--- config.mk ---
export PLATFORM = sky130hd
export DESIGN_NAME = uart_tx_fifo
export DESIGN_NICKNAME = d
export VERILOG_FILES = /design/src/rtl/uart_tx_fifo.sv
export SDC_FILE = /design/constraint.sdc
export NUM_CORES = 1
export LEC_CHECK = 0
export CELL_PAD_IN_SITES_DETAIL_PLACEMENT = 1
export CELL_PAD_IN_SITES_GLOBAL_PLACEMENT = 2
export CORE_AREA = 5 5 134 123
export DETAILED_ROUTE_END_ITERATION = 8
export DIE_AREA = 0 0 139 128
export PLACE_DENSITY_LB_ADDON = 0.12
export SYNTH_ARGS = -nofsm -noshare
export SYNTH_HDL_FRONTEND = slang
export SYNTH_SLANG_ARGS = --single-unit
--- constraint.sdc ---
create_clock -name clk_i -period 2.4 [get_ports clk_i]
set_input_delay 0.48 -clock clk_i [delete_from_list [all_inputs] [get_ports clk_i]]
set_output_delay 0.48 -clock clk_i [all_outputs]
set_load 0.01 [all_outputs]
--- src/rtl/uart_tx_fifo.sv ---
// -----------------------------------------------------------------------------
// uart_tx_fifo
//
// Show-ahead byte FIFO that sits directly in front of the UART transmitter.
// The bus side pushes bytes with wr_en_i. The head entry is always presented
// on rd_data_o / rd_valid_o with no read latency. The transmitter pops the
// head by pulsing rd_consume_i when it launches a start bit.
//
// Parameters
//   DATA_W  entry width (the transmitter consumes 8)
//   DEPTH   number of entries, power of two, >= 2
//   AW      pointer width, derived from DEPTH
//
// Ports
//   clk_i           clock
//   rst_i           synchronous active-high reset
//   wr_en_i         write strobe, one entry per cycle
//   wr_data_i       write data
//   full_o          fill level == DEPTH
//   empty_o         fill level == 0
//   count_o         current fill level, 0..DEPTH
//   rd_valid_o      head entry available
//   rd_data_o       head entry, 0 when empty
//   rd_consume_i    pop strobe from the transmitter
//   flush_i         discard all entries
//   overflow_o      sticky, a write was dropped because the FIFO was full
//   clr_overflow_i  clears overflow_o (a simultaneous drop wins)
//
// Optional build macro UART_TX_FIFO_WATERMARK_EN adds:
//   watermark_i     low-water threshold
//   irq_o           registered level, 1 while fill level <= watermark_i
// -----------------------------------------------------------------------------
module uart_tx_fifo #(
  parameter  int DATA_W = 8,
  parameter  int DEPTH  = 16,
  localparam int AW     = $clog2(DEPTH)
) (
  input  logic              clk_i,
  input  logic              rst_i,
  input  logic              wr_en_i,
  input  logic [DATA_W-1:0] wr_data_i,
  output logic              full_o,
  output logic              empty_o,
  output logic [AW:0]       count_o,
  output logic              rd_valid_o,
  output logic [DATA_W-1:0] rd_data_o,
  input  logic              rd_consume_i,
  input  logic              flush_i,
  output logic              overflow_o,
  input  logic              clr_overflow_i
`ifdef UART_TX_FIFO_WATERMARK_EN
  ,
  input  logic [AW:0]       watermark_i,
  output logic              irq_o
`endif
);

  localparam logic [AW:0] FULL_CNT = (AW+1)'(DEPTH);

  logic [DATA_W-1:0] mem [DEPTH];
  logic [AW-1:0]     rd_ptr_q;
  logic [AW-1:0]     wr_ptr_q;
  logic [AW:0]       count_q;
  logic [AW:0]       count_next;
  logic              overflow_q;

  logic              wr_accept;
  logic              wr_drop;
  logic              rd_accept;

  // Full is judged on the pre-edge count only; a same-cycle pop does not
  // make room for the write.
  assign full_o    = (count_q == FULL_CNT);
  assign empty_o   = (count_q == '0);
  assign count_o   = count_q;

  assign wr_accept = wr_en_i && !full_o;
  assign wr_drop   = wr_en_i && full_o;
  assign rd_accept = rd_consume_i && !empty_o;

  assign rd_valid_o = !empty_o;
  assign rd_data_o  = empty_o ? '0 : mem[rd_ptr_q];

  always_comb begin
    count_next = count_q;
    if (flush_i) begin
      count_next = '0;
    end else begin
      unique case ({wr_accept, rd_accept})
        2'b10:   count_next = count_q + (AW+1)'(1);
        2'b01:   count_next = count_q - (AW+1)'(1);
        default: count_next = count_q;
      endcase
    end
  end

  // Storage is deliberately not reset; count gates visibility.
  always_ff @(posedge clk_i) begin
    if (!rst_i && !flush_i && wr_accept) begin
      mem[wr_ptr_q] <= wr_data_i;
    end
  end

  always_ff @(posedge clk_i) begin
    if (rst_i) begin
      rd_ptr_q <= '0;
      wr_ptr_q <= '0;
      count_q  <= '0;
    end else if (flush_i) begin
      rd_ptr_q <= '0;
      wr_ptr_q <= '0;
      count_q  <= '0;
    end else begin
      if (wr_accept) begin
        wr_ptr_q <= wr_ptr_q + AW'(1);
      end
      if (rd_accept) begin
        rd_ptr_q <= rd_ptr_q + AW'(1);
      end
      count_q <= count_next;
    end
  end

  // Overflow is independent of flush; a drop in the same cycle as a clear
  // keeps the flag set so the event is never lost.
  always_ff @(posedge clk_i) begin
    if (rst_i) begin
      overflow_q <= 1'b0;
    end else if (wr_drop) begin
      overflow_q <= 1'b1;
    end else if (clr_overflow_i) begin
      overflow_q <= 1'b0;
    end
  end

  assign overflow_o = overflow_q;

`ifdef UART_TX_FIFO_WATERMARK_EN
  logic irq_q;

  // Evaluated on the post-update count so irq_o lines up with count_o.
  always_ff @(posedge clk_i) begin
    if (rst_i) begin
      irq_q <= 1'b1;
    end else begin
      irq_q <= (count_next <= watermark_i);
    end
  end

  assign irq_o = irq_q;
`endif

endmodule

Yosys cells after proc, flatten, opt, wreduce, memory -nomap -nowiden
Memory sizes are Yosys's and may differ from the RTL's. A register that Yosys moved wholly into a read port is not among the register bits.
Index checks and enable logic that the tools add are counted.
{ "totals": {"ff_bits": 14, "ramBits": 128, "in_bits": 14, "output_inout_bits": 17, "wordCells": 33, "mem_count": 1} }
{ "classes": {"addsub": 4, "n_eq_ne": 3, "mux": 8, "n_reduce_logical": 13} }
{ "mem_list": {"columns": ["memory", "depth", "width", "read_ports", "rd_clocked_by_memory_dff", "write_ports", "line_no", "source"], "rows": [
  ["mem", 16, 8, 1, 1, 1, "60", "logic [DATA_W-1:0] mem [DEPTH];"]
]} }
{ "op_table": {"columns": ["op", "n"], "rows": [
  ["$pmux 5 s2", 1],
  ["$add 4x1->4 const B", 2],
  ["$mux 4", 2],
  ["$mux 8", 1],
  ["$add 5x1->5 const B", 1],
  ["$eq 5x5->1 const B", 1],
  ["$logic_and 1x1->1", 5],
  ["$logic_not 5->1", 1],
  ["$sub 5x1->5 const B", 1],
  ["$logic_not 1->1", 4],
  ["$mux 1", 4],
  ["$reduce_bool 2->1", 2],
  ["$eq 2x1->1 const B", 1],
  ["$eq 2x2->1 const B", 1],
  ["$reduce_or 2->1", 1]
]} }

Longest topological paths before layout
Gate-level depths: netlist of run 1.
{ "logic_depth": {"depth_word": 6, "ltp_mapped": 13, "mapped_depth_nobuf": 11} }

Worst setup path before layout of run 1
OpenSTA, ideal clock, no wires.
{ "synth_timing": {"kind": "register to register", "startpoint": "register count_q[1], in the netlist count_o[1]", "endpoint": "register count_q[4], in the netlist count_o[4]", "setup_time_ps": 73, "t_arrival_ps": 2644, "required_time_ps": 2327, "setup_slack_ps": -317, "path_stages_with_launch": 13, "path_buffers": 2, "period_less_slack_ps": 2717, "path_cell_list": "dfxtp_1 -> buf_2 -> nor4_1 -> a21boi_1 -> inv_1 -> ha_1 -> clkbuf_1 -> xor2_1 -> ha_1 -> nand2_1 -> and3_1 -> o31a_1 -> nor3_2"} }
{ "synth_between": {"elab_chain_cells": 5, "elab_cells_between_ends": 12, "classes_between": "2 x add/sub; 3 x eq/ne; 1 x mux; 6 x reduce/logical"} }
{ "synth_rtl": {"columns": ["item", "line_no", "source"], "rows": [
  ["start: declaration", "63", "logic [AW:0] count_q;"],
  ["start signal: assignment", "120", "count_q <= count_next;"],
  ["$eq 5x5->1 / $logic_not 5->1 (equally long branches)", "73, 74", null],
  ["$logic_not 1->1 (on tied branches)", "77, 79", null],
  ["$logic_and 1x1->1 (on tied branches)", "77, 79", null],
  ["$eq 2x1->1 / $eq 2x2->1 (equally long branches)", "89", "unique case ({wr_accept, rd_accept})"],
  ["$pmux 5 s2 / $reduce_bool 2->1 (equally long branches)", null, null]
]} }
Parallel ways exist; a longest one is shown, timed or not.
A chain may end at the register's enable or synchronous reset.

==> metrics.txt, run 1 <==
# TYPE chip_impl_metric gauge
chip_impl_metric{name="nNetsFinal",unit=""} 416
chip_impl_metric{name="synth_edf_count",unit=""} 128
chip_impl_metric{name="cts_inserted_buffers",unit=""} 17
chip_impl_metric{name="clock_tree_buf_depth",unit=""} 2
chip_impl_metric{name="arrival",unit="ns"} 2.31
chip_impl_metric{name="worstPathMaxFanout",unit=""} 8
chip_impl_metric{name="detail_route_antenna_nets",unit=""} 0
chip_impl_metric{name="detailedRoute.firstIterationViolations",unit=""} 296
chip_impl_metric{name="period_needed",unit="ns"} 2.79
chip_impl_metric{name="initial_util",unit="%"} 39.7
chip_impl_metric{name="min_delay_path_depth",unit=""} 2
chip_impl_info{name="clock_tree_from_tritoncts",value="built"} 1
chip_impl_metric{name="wl_per_cell",unit="um"} 22.1
chip_impl_metric{name="syn-mean-instance-area",unit="um^2"} 18.8
chip_impl_metric{name="die_h",unit="um"} 128
chip_impl_metric{name="number_of_cells_traversed_by_the_worst_register_to_register_path",unit=""} 11
chip_impl_metric{name="wl",unit="um"} 13400
chip_impl_metric{name="ir_worst_vdd",unit="mV"} 0.507
chip_impl_info{name="end_kind",value="primary output"} 1
chip_impl_metric{name="antenna_found_initial",unit=""} 0
chip_impl_metric{name="async_flop_share",unit="%"} 0
chip_impl_metric{name="pre_cts_slack",unit="ns"} -0.392
chip_impl_metric{name="drv_cap",unit=""} 0
chip_impl_metric{name="final.setup.worst_slack",unit="ns"} -0.388
chip_impl_metric{name="antenna_cells",unit=""} 0
chip_impl_metric{name="design.die.area",unit="um^2"} 17800
chip_impl_metric{name="top_level_ports",unit=""} 31
chip_impl_metric{name="final_max_slew_viol_count",unit=""} 0
chip_impl_metric{name="worst_ep_required_time",unit="ns"} 1.92
chip_impl_metric{name="gr-usage-all-layers",unit="%"} 16.2
chip_impl_metric{name="post_route_cells_drive_above_1_share",unit="%"} 33.7
chip_impl_metric{name="routed_via_density",unit=""} 5.14
chip_impl_metric{name="powerDensity",unit="nW/um^2"} 749
chip_impl_metric{name="htree_levels",unit=""} 4
chip_impl_metric{name="regArea",unit="um^2"} 4210
chip_impl_metric{name="synth_nets",unit=""} 339
chip_impl_metric{name="numPlacedInstances",unit=""} 571
chip_impl_metric{name="clkTransAtPathRegs",unit="ns"} 0.06
chip_impl_metric{name="fmax",unit="GHz"} 0.359
chip_impl_metric{name="synth.lib_cells_used.distinct",unit=""} 41
chip_impl_metric{name="cts_hold_repair.buffers",unit=""} 0
chip_impl_metric{name="io_buffer_count",unit=""} 30
chip_impl_metric{name="leakagePower",unit="uW"} 0.00245
chip_impl_metric{name="dpl.hpwl",unit="um"} 8310
chip_impl_info{name="layout.cells.most_common",value="sky130_fd_sc_hd__edfxtp_1"} 1
chip_impl_metric{name="ys_ff_latch",unit=""} 146
chip_impl_metric{name="multi_input_area",unit="um^2"} 1630
chip_impl_info{name="ys.flop_type",value="sky130_fd_sc_hd__edfxtp_1"} 1
chip_impl_metric{name="rows",unit=""} 43
chip_impl_metric{name="vias",unit=""} 3125
chip_impl_info{name="run_status",value="complete, but fails checks"} 1
chip_impl_metric{name="design.core.area",unit="um^2"} 15100
chip_impl_info{name="final_cell_mix",value="128 x sky130_fd_sc_hd__edfxtp_1, 38 x sky130_fd_sc_hd__mux4_2, 37 x sky130_fd_sc_hd__nor2_1"} 1
chip_impl_metric{name="stdcell_count",unit=""} 608
chip_impl_metric{name="setup_viol",unit=""} 8
chip_impl_metric{name="synthToLayoutAreaGrowth",unit="%"} 23.8
chip_impl_metric{name="detail_route.first_pass.iterations",unit=""} 4
chip_impl_metric{name="grt_pass1_wl",unit="um"} 21100
chip_impl_metric{name="synth.cell_area",unit="um^2"} 5980
chip_impl_metric{name="netlist_instances",unit=""} 318
chip_impl_metric{name="register_area_share_after_synthesis",unit="%"} 70.3
chip_impl_metric{name="post-route-period-util",unit="%"} 116
chip_impl_metric{name="gp_routability_congestion",unit=""} 0.717
chip_impl_metric{name="die_width",unit="um"} 139
chip_impl_metric{name="ys.warnings.count",unit=""} 0
chip_impl_info{name="clk_root_buffer_cell",value="sky130_fd_sc_hd__clkbuf_16"} 1
chip_impl_metric{name="vias_in_the_first_global_route",unit=""} 3424
chip_impl_metric{name="final-hold-violation-count",unit=""} 0
chip_impl_metric{name="globalRouteOverflowTotal",unit=""} 0
chip_impl_metric{name="cts_sink_cnt",unit=""} 146
chip_impl_info{name="grt_setup_unrepaired",value="true"} 1
chip_impl_metric{name="insertion_delay",unit="ns"} 0.41
chip_impl_info{name="setup.worst_path.class",value="flop to primary output"} 1
chip_impl_metric{name="layout.filler_cells",unit=""} 1435
chip_impl_metric{name="worst-slew-pin-transition",unit="ns"} 0.600
chip_impl_metric{name="drc_errors",unit=""} 0
chip_impl_metric{name="grt_start_max_net_pins",unit=""} 33
chip_impl_info{name="violations_in_the_final_reports",value="negative setup slack"} 1
chip_impl_info{name="worstSetupStartpointType",value="flop"} 1
chip_impl_metric{name="slew_headroom",unit="%"} 59.9
chip_impl_info{name="hold_path_class",value="flop to flop"} 1
chip_impl_metric{name="fin_worst_skew",unit="ns"} 0.0119
report_power, final:
part	switching [uW]	internal (uW)	total, uW
combinational	144	156	300
sequential	9.47	2770	2780
clock	969	1500	2470
kinds of logic (layout without fill, tap and decap cells):
| family | Yosys count | count (layout) | share of synthesized area [%] |
|---|---|---|---|
| muxes | 42 | 42 | 16.9 |
| and+or+nand+nor | 76 | 76 | 6.21 |
| DFF | 146 | 146 | 70.3 |
| xor gates and xnor gates | 9 | 9 | 1.32 |
| adders and majority gates | 7 | 7 | 1.46 |
| AOI/OAI and AO/OA | 16 | 16 | 1.82 |
| buffers and inverters | 22 | 110 | 2.01 |
critical path: stages (launching register included):
cell and delay (ns):
sky130_fd_sc_hd__dfxtp_4 0.41, sky130_fd_sc_hd__buf_12 0.15, sky130_fd_sc_hd__mux4_2 0.53, sky130_fd_sc_hd__mux4_2 0.53, sky130_fd_sc_hd__and2_4 0.16, sky130_fd_sc_hd__buf_6 0.11
metal layers:
| metal | share of wire [%] | GRT usage, % |
|---|---|---|
| met3 | 6.5 | 4.18 |
| met5 | 0 | 0 |
| met4 | 0.92 | 5.35 |
| met2 | 48 | 25.3 |
| met1 | 45 | 22.5 |
repair_timing:
| item | 4_1_cts | 5_1_grt |
|---|---|---|
| setup endpoints to repair | 11 | 10 |
| pin swaps | 9 | 3 |
| cloned | 2 | 0 |
| resized for setup | 68 | 20 |
| setup buffers | 6 | 3 |
cells in the mapped netlist (all sizes together) (2+ instances only):
cell type	n	share of area (%)
nand3	3	0.25
mux2i	2	0.33
nor3	4	0.42
inv	6	0.38
a21oi	7	0.59
nor2b	2	0.21
ha	7	1.5
mux4	40	17
nand2	9	0.56
nand4	2	0.21
nor2	37	2.3
and2	8	0.84
nand3b	2	0.25
edfxtp	128	64
dfxtp	18	6.0
clkbuf	6	0.38
xor2	6	0.88
nor4	2	0.21
buf	10	1.3
xnor2	3	0.44
sequential cells by signal, indices dropped and copies added, names as in the netlist, named ones only:
signal	count
rd_ptr_q	4
mem	128
wr_ptr_q	4
overflow_o	1
count_o	5
through the flow:
step	hold slack (ns)	TNS [ns]	power [uW]	area (um^2)	util, %
detailed placement	0.506	-3.17	3110	6840	45.4
finish	0.516	-2.92	5550	7400	49.2
global route	0.551	-3.59	5770	7400	49.2
floorplan	0.472	0	2960	6010	-
CTS	0.522	-3.56	5610	7410	49.2
global placement	0.489	-3.02	3110	6840	45.4
path summary, 6_finish.rpt:
check / from / end / slack [ns]
worst max-delay path: flop / rd_data_o[7] / -0.39
worst min-delay path: rd_ptr_q[3] / flop / 0.52
worst max register to register: count_o[0] / count_o[4] / 0.15
worst min register to register: rd_ptr_q[3] / flop / 0.52
area by class of cell:
cell class | instances | share of cell area (%)
Inverter | 6 | 0.304
Clock inverter | 13 | 1.64
Tap cell | 202 | 3.41
Sequential cell | 146 | 56.9
Clock buffer | 17 | 5.75
Timing Repair Buffer | 74 | 10.0
Multi-Input combinational cell | 150 | 22.0
(Power assumes the default switching activity.)
==> run 2: changes to the inputs <==
--- a/config.mk
+++ b/config.mk
@@ -10,7 +10,8 @@
 export CORE_AREA = 5 5 134 123
 export DETAILED_ROUTE_END_ITERATION = 8
 export DIE_AREA = 0 0 139 128
-export PLACE_DENSITY_LB_ADDON = 0.12
+export GPL_ROUTABILITY_DRIVEN = 0
+export PLACE_DENSITY_LB_ADDON = 0.1
 export SYNTH_ARGS = -nofsm -noshare
 export SYNTH_HDL_FRONTEND = slang
 export SYNTH_SLANG_ARGS = --single-unit
==> metrics.txt, run 2 (same netlist as run 1, synthesis figures left out) <==
# TYPE chip_impl_metric gauge
chip_impl_metric{name="gr-usage-all-layers",unit="%"} 16.9
chip_impl_metric{name="routed_via_density",unit=""} 5.20
chip_impl_info{name="timing.critical_path.max_delay_family",value="multiplexers"} 1
chip_impl_metric{name="die_width",unit="um"} 139
chip_impl_metric{name="design.core.area",unit="um^2"} 15100
chip_impl_metric{name="leakagePower",unit="uW"} 0.00252
chip_impl_metric{name="dpl.hpwl",unit="um"} 8740
chip_impl_info{name="final_cell_mix",value="128 x sky130_fd_sc_hd__edfxtp_1, 41 x sky130_fd_sc_hd__buf_4, 37 x sky130_fd_sc_hd__nor2_1"} 1
chip_impl_metric{name="rows",unit=""} 43
chip_impl_metric{name="groute.layer.met3.usage",unit="%"} 4.51
chip_impl_metric{name="worst-slew-pin-transition",unit="ns"} 0.628
chip_impl_metric{name="layout.filler_cells",unit=""} 1427
chip_impl_metric{name="cts_inserted_buffers",unit=""} 17
chip_impl_info{name="layout.cells.most_common",value="sky130_fd_sc_hd__edfxtp_1"} 1
chip_impl_metric{name="worstPathMaxFanout",unit=""} 8
chip_impl_metric{name="post_route_cells_drive_above_1_share",unit="%"} 36.1
chip_impl_metric{name="vias",unit=""} 3212
chip_impl_info{name="cp_slowest_cell",value="sky130_fd_sc_hd__mux4_2"} 1
chip_impl_metric{name="nNetsFinal",unit=""} 424
chip_impl_metric{name="wl_per_cell",unit="um"} 22.8
chip_impl_metric{name="use_met2",unit="%"} 27.5
chip_impl_metric{name="globalRouteOverflowTotal",unit=""} 0
chip_impl_info{name="top_usage_layer",value="met2"} 1
chip_impl_info{name="clk_root_buffer_cell",value="sky130_fd_sc_hd__clkbuf_16"} 1
chip_impl_metric{name="detail_route.first_pass.iterations",unit=""} 4
chip_impl_info{name="worstSetupStartpointType",value="flop"} 1
chip_impl_info{name="grt_setup_unrepaired",value="true"} 1
chip_impl_metric{name="numPlacedInstances",unit=""} 572
chip_impl_metric{name="antenna_found_initial",unit=""} 0
chip_impl_metric{name="fmax",unit="GHz"} 0.352
chip_impl_info{name="clock_tree_from_tritoncts",value="built"} 1
chip_impl_info{name="critical_path.cell_chain",value="buf_12, buf_6, mux4_2, mux4_2, and2_4, buf_6"} 1
chip_impl_metric{name="cpPeakStageDelay",unit="ns"} 0.55
chip_impl_info{name="end_kind",value="primary output"} 1
chip_impl_metric{name="detail_route_antenna_nets",unit=""} 0
chip_impl_info{name="violations_in_the_final_reports",value="negative setup slack"} 1
chip_impl_metric{name="grt_pass1_wl",unit="um"} 21600
chip_impl_metric{name="hold_ws",unit="ns"} 0.510
chip_impl_metric{name="die_h",unit="um"} 128
chip_impl_metric{name="insertion_delay",unit="ns"} 0.42
chip_impl_metric{name="setup_tns",unit="ns"} -3.36
chip_impl_metric{name="initial_util",unit="%"} 39.7
chip_impl_metric{name="vias_in_the_first_global_route",unit=""} 3433
chip_impl_metric{name="io_buffer_count",unit=""} 30
chip_impl_metric{name="powerDensity",unit="nW/um^2"} 772
chip_impl_metric{name="design.die.area",unit="um^2"} 17800
chip_impl_metric{name="slew_headroom",unit="%"} 58.0
chip_impl_metric{name="ir_worst_vdd",unit="mV"} 0.484
chip_impl_metric{name="clkTransAtPathRegs",unit="ns"} 0.06
chip_impl_metric{name="count_of_buffer_and_inverter_cells_on_the_critical_path",unit=""} 3
chip_impl_metric{name="antenna_cells",unit=""} 0
chip_impl_metric{name="period_needed",unit="ns"} 2.84
chip_impl_metric{name="wl",unit="um"} 14100
chip_impl_metric{name="fin_worst_skew",unit="ns"} 0.00876
chip_impl_info{name="hold_path_class",value="flop to flop"} 1
chip_impl_metric{name="arrival",unit="ns"} 2.36
chip_impl_metric{name="regArea",unit="um^2"} 4210
chip_impl_metric{name="clock_tree_buf_depth",unit=""} 2
chip_impl_info{name="max_flop_register",value="mem"} 1
chip_impl_metric{name="setup_viol",unit=""} 8
chip_impl_metric{name="grt_start_max_net_pins",unit=""} 33
chip_impl_metric{name="cts_sink_cnt",unit=""} 146
chip_impl_metric{name="multi_input_area",unit="um^2"} 1660
chip_impl_metric{name="synthToLayoutAreaGrowth",unit="%"} 26.8
chip_impl_metric{name="cts_hold_repair.buffers",unit=""} 0
chip_impl_metric{name="detailedRoute.firstIterationViolations",unit=""} 288
chip_impl_metric{name="post-route-period-util",unit="%"} 118
chip_impl_metric{name="top_level_ports",unit=""} 31
chip_impl_metric{name="stdcell_count",unit=""} 618
chip_impl_info{name="setup.worst_path.class",value="flop to primary output"} 1
chip_impl_metric{name="largest_register_ffs",unit=""} 128
chip_impl_metric{name="postLayoutCoreUtil",unit="%"} 50.3
chip_impl_metric{name="final-hold-violation-count",unit=""} 0
chip_impl_metric{name="drv_cap",unit=""} 0
chip_impl_info{name="run_status",value="complete, but fails checks"} 1
chip_impl_metric{name="worst_ep_required_time",unit="ns"} 1.92
chip_impl_metric{name="final.setup.worst_slack",unit="ns"} -0.443
chip_impl_metric{name="met1_layer_usage_reported_by_global_route",unit="%"} 22.6
chip_impl_metric{name="htree_levels",unit=""} 4
chip_impl_metric{name="final_max_slew_viol_count",unit=""} 0
chip_impl_metric{name="drc_errors",unit=""} 0
-- run 2: worst min-delay path: stages (launching register included) --
cell and delay [ns]:
sky130_fd_sc_hd__dfxtp_1 0.32, sky130_fd_sc_hd__xor2_1 0.08, sky130_fd_sc_hd__nor2_1 0.08
-- run 2: where the power goes --
group          switching (uW)  total [uW]  internal [uW]  leakage (uW)
registers                11.8        2780           2770       0.00130
logic                     154         321            167      0.000932
clock network            1020        2760           1730      0.000292
-- run 2: routing by layer --
| layer | up-vias | part of all wire (%) |
|---|---|---|
| met5 | - | 0 |
| met4 | 0 | 1.2 |
| met3 | 11 | 4.0 |
| met2 | 77 | 49 |
| met1 | 1693 | 46 |
| li1 | 1431 | - |
-- run 2: timing repair --
action | CTS | global route
pin swaps | 8 | 7
endpoints found under the setup margin | 11 | 12
gates cloned | 3 | 0
gates resized for setup | 72 | 13
setup buffers | 10 | 1
-- run 2: final cells by class --
cell class	count	share of cell area (%)
clock buffer	18	5.66
inverter	6	0.297
clock inverter	14	2.46
sequential	146	55.6
timing repair buffer	82	10.8
tap	202	3.33
multi-input combinational	150	21.9
-- run 2: final timing paths --
| check | cells past startpoint | end | start | slack (ns) |
|---|---|---|---|---|
| worst max register to register | 11 | count_o[4] | count_o[3] | 0.16 |
| worst min register to register | 2 | flop | rd_ptr_q[3] | 0.51 |
| worst max-delay path | 6 | rd_data_o[0] | flop | -0.44 |
| worst min-delay path | 2 | flop | rd_ptr_q[3] | 0.51 |
-- run 2: through the flow --
| step | setup WS [ns] | cell area (um^2) | power, uW |
|---|---|---|---|
| floorplan | 0.00245 | 6010 | 2960 |
| global placement | -0.404 | 6800 | 3110 |
| detailed placement | -0.411 | 6800 | 3120 |
| CTS | -0.470 | 7530 | 5910 |
| global route | -0.514 | 7580 | 6080 |
| finish | -0.443 | 7580 | 5860 |
==> run 3: changes to the inputs <==
==> config.mk (replaced) <==
export PLATFORM = sky130hd
export DESIGN_NAME = uart_tx_fifo
export DESIGN_NICKNAME = d
export VERILOG_FILES = /design/src/rtl/uart_tx_fifo.sv
export SDC_FILE = /design/constraint.sdc
export NUM_CORES = 1
export LEC_CHECK = 0
export CELL_PAD_IN_SITES_DETAIL_PLACEMENT = 0
export CELL_PAD_IN_SITES_GLOBAL_PLACEMENT = 1
export CORE_AREA = 5 5 125 116
export DETAILED_ROUTE_END_ITERATION = 8
export DIE_AREA = 0 0 130 121
export GPL_ROUTABILITY_DRIVEN = 0
export PLACE_DENSITY_LB_ADDON = 0.1
export SYNTH_ARGS = -nofsm -noshare
export SYNTH_HDL_FRONTEND = slang
export SYNTH_SLANG_ARGS = --single-unit
==> metrics.txt, run 3 (same netlist as run 1, synthesis figures left out) <==
# TYPE chip_impl_metric gauge
chip_impl_metric{name="drv_cap",unit=""} 0
chip_impl_info{name="max_flop_register",value="mem"} 1
chip_impl_metric{name="clkTransAtPathRegs",unit="ns"} 0.05
chip_impl_metric{name="grt_pass1_wl",unit="um"} 19900
chip_impl_metric{name="initial_util",unit="%"} 46.0
chip_impl_info{name="clk_root_buffer_cell",value="sky130_fd_sc_hd__clkbuf_16"} 1
chip_impl_metric{name="post_route_cells_drive_above_1_share",unit="%"} 36.2
chip_impl_metric{name="ir_worst_vdd",unit="mV"} 0.565
chip_impl_metric{name="stdcell_area",unit="um^2"} 7530
chip_impl_metric{name="drc_errors",unit=""} 0
chip_impl_metric{name="die_width",unit="um"} 130
chip_impl_metric{name="routed_via_density",unit=""} 5.42
chip_impl_metric{name="stdcell_count",unit=""} 585
chip_impl_metric{name="detail_route.first_pass.iterations",unit=""} 4
chip_impl_metric{name="fin_worst_skew",unit="ns"} 0.0150
chip_impl_metric{name="powerDensity",unit="nW/um^2"} 750
chip_impl_metric{name="setup_viol",unit=""} 8
chip_impl_metric{name="design.die.area",unit="um^2"} 15700
chip_impl_metric{name="use_met2",unit="%"} 25.7
chip_impl_metric{name="fmax",unit="GHz"} 0.346
chip_impl_metric{name="gr-usage-all-layers",unit="%"} 17.8
chip_impl_metric{name="worst-slew-pin-transition",unit="ns"} 0.599
chip_impl_metric{name="top_level_ports",unit=""} 31
chip_impl_info{name="run_status",value="complete, but fails checks"} 1
chip_impl_metric{name="cts_sink_cnt",unit=""} 146
chip_impl_info{name="top_usage_layer",value="met1"} 1
chip_impl_metric{name="reg2reg_setup_slack",unit="ns"} 0.15
chip_impl_info{name="layout.cells.most_common",value="sky130_fd_sc_hd__edfxtp_1"} 1
chip_impl_metric{name="cpPeakStageDelay",unit="ns"} 0.53
chip_impl_metric{name="period_needed",unit="ns"} 2.89
chip_impl_metric{name="hold_ws",unit="ns"} 0.524
chip_impl_metric{name="antenna_cells",unit=""} 0
chip_impl_metric{name="clock_tree_buf_depth",unit=""} 2
chip_impl_info{name="setup.worst_path.class",value="flop to primary output"} 1
chip_impl_metric{name="detailedRoute.firstIterationViolations",unit=""} 354
chip_impl_info{name="critical_path.cell_chain",value="buf_6, buf_16, mux4_2, mux4_2, and2_4, buf_6"} 1
chip_impl_info{name="final_cell_mix",value="128 x sky130_fd_sc_hd__edfxtp_1, 40 x sky130_fd_sc_hd__buf_4, 38 x sky130_fd_sc_hd__mux4_2"} 1
chip_impl_metric{name="numPlacedInstances",unit=""} 538
chip_impl_metric{name="count_of_buffer_and_inverter_cells_on_the_critical_path",unit=""} 3
chip_impl_metric{name="crit_cells",unit=""} 6
chip_impl_metric{name="die_h",unit="um"} 121
chip_impl_metric{name="dpl.hpwl",unit="um"} 8040
chip_impl_metric{name="leakagePower",unit="uW"} 0.00253
chip_impl_metric{name="rows",unit=""} 40
chip_impl_metric{name="layout.filler_cells",unit=""} 1012
chip_impl_metric{name="antenna_found_initial",unit=""} 0
chip_impl_info{name="worstSetupStartpointType",value="flop"} 1
chip_impl_metric{name="final_max_slew_viol_count",unit=""} 0
chip_impl_metric{name="grt_start_max_net_pins",unit=""} 32
chip_impl_metric{name="final-hold-violation-count",unit=""} 0
chip_impl_metric{name="detail_route_antenna_nets",unit=""} 0
chip_impl_metric{name="largest_register_ffs",unit=""} 128
chip_impl_metric{name="synthToLayoutAreaGrowth",unit="%"} 25.8
chip_impl_metric{name="post-route-period-util",unit="%"} 121
chip_impl_metric{name="worstPathMaxFanout",unit=""} 5
chip_impl_metric{name="wl",unit="um"} 12600
chip_impl_metric{name="globalRouteOverflowTotal",unit=""} 0
chip_impl_metric{name="slew_headroom",unit="%"} 59.9
chip_impl_metric{name="vias_in_the_first_global_route",unit=""} 3267
chip_impl_info{name="critical_r2r_launch",value="count_o[0]"} 1
chip_impl_metric{name="final.setup.worst_slack",unit="ns"} -0.493
chip_impl_metric{name="wl_per_cell",unit="um"} 21.6
chip_impl_info{name="grt_setup_unrepaired",value="true"} 1
chip_impl_metric{name="placed_area",unit="um^2"} 6750
chip_impl_metric{name="groute.layer.met3.usage",unit="%"} 5.15
chip_impl_metric{name="min_delay_path_depth",unit=""} 2
chip_impl_info{name="violations_in_the_final_reports",value="negative setup slack"} 1
chip_impl_metric{name="nNetsFinal",unit=""} 426
chip_impl_info{name="critical_path.reg2reg.endpoint",value="count_o[4]"} 1
chip_impl_metric{name="cts_inserted_buffers",unit=""} 17
chip_impl_metric{name="io_buffer_count",unit=""} 30
chip_impl_info{name="end_kind",value="primary output"} 1
chip_impl_metric{name="insertion_delay",unit="ns"} 0.41
chip_impl_metric{name="met1_layer_usage_reported_by_global_route",unit="%"} 26.2
chip_impl_metric{name="number_of_cells_traversed_by_the_worst_register_to_register_path",unit=""} 11
chip_impl_info{name="cp_slowest_cell",value="sky130_fd_sc_hd__mux4_2"} 1
chip_impl_metric{name="htree_levels",unit=""} 4
chip_impl_info{name="clock_tree_from_tritoncts",value="built"} 1
chip_impl_metric{name="vias",unit=""} 3170
chip_impl_info{name="hold_path_class",value="flop to flop"} 1
chip_impl_info{name="worst_setup_path_endpoint",value="rd_data_o[4]"} 1
chip_impl_metric{name="worst_ep_required_time",unit="ns"} 1.92
chip_impl_info{name="timing.critical_path.max_delay_family",value="multiplexers"} 1
chip_impl_metric{name="arrival",unit="ns"} 2.41
chip_impl_metric{name="design.core.area",unit="um^2"} 13000
-- run 3: layout make-up --
type	instances	area, um^2	area share (%)
clock buffer	18	429	5.70
tap	168	210	2.79
multi-input combinational	150	1640	21.8
inverter	6	22.5	0.299
clock inverter	13	144	1.91
sequential	146	4210	56.0
timing repair buffer	84	862	11.5
-- run 3: layer usage --
layer / vias to the layer above / wire [um]
li1: 1432 / -
met1: 1613 / 5580
met2: 114 / 5890
met3: 11 / 1050
met4: 0 / 114
met5: - / 0
-- run 3: worst min path at each step --
| stage | start | to | slack [ns] |
|---|---|---|---|
| 2_1_floorplan | rd_ptr_q[3] | flop | 0.47 |
| 3_5_place_dp | rd_ptr_q[3] | rd_ptr_q[3] | 0.53 |
| 3_3_place_gp | rd_ptr_q[3] | rd_ptr_q[3] | 0.49 |
| 4_1_cts | rd_ptr_q[3] | rd_ptr_q[3] | 0.54 |
| 6_report | rd_ptr_q[3] | rd_ptr_q[3] | 0.52 |
| 5_1_grt | rd_ptr_q[3] | rd_ptr_q[3] | 0.59 |
-- run 3: tightest hold or removal path: stages, from the launching register on --
cell                      delay, ns
sky130_fd_sc_hd__dfxtp_1       0.33
sky130_fd_sc_hd__xor2_1        0.08
sky130_fd_sc_hd__nor2_1        0.08
-- run 3: report_power, final --
| group | internal [uW] | leakage (uW) | switching, uW |
|---|---|---|---|
| clock | 1610 | 0.000284 | 937 |
| combinational | 172 | 0.000948 | 150 |
| sequential | 2770 | 0.00130 | 11.4 |
-- run 3: what timing repair did --
| action | 4_1_cts | 5_1_grt |
|---|---|---|
| buffers inserted | 7 | 6 |
| pin swaps | 8 | 7 |
| hold buffers | 0 | 0 |
| gates cloned | 4 | 0 |
| setup endpoints to repair | 11 | 10 |
| resized for setup | 72 | 20 |
-- run 3: per-stage QoR --
stage	TNS (ns)	power (uW)	setup WS [ns]	util [%]
after floorplan	0	2960	0.00245	-
after global placement	-3.41	3110	-0.402	51.9
after detailed placement	-3.58	3110	-0.403	51.9
after CTS	-4.03	5690	-0.567	57.1
after global routing	-4.14	5850	-0.561	57.8
final	-3.58	5650	-0.493	57.8
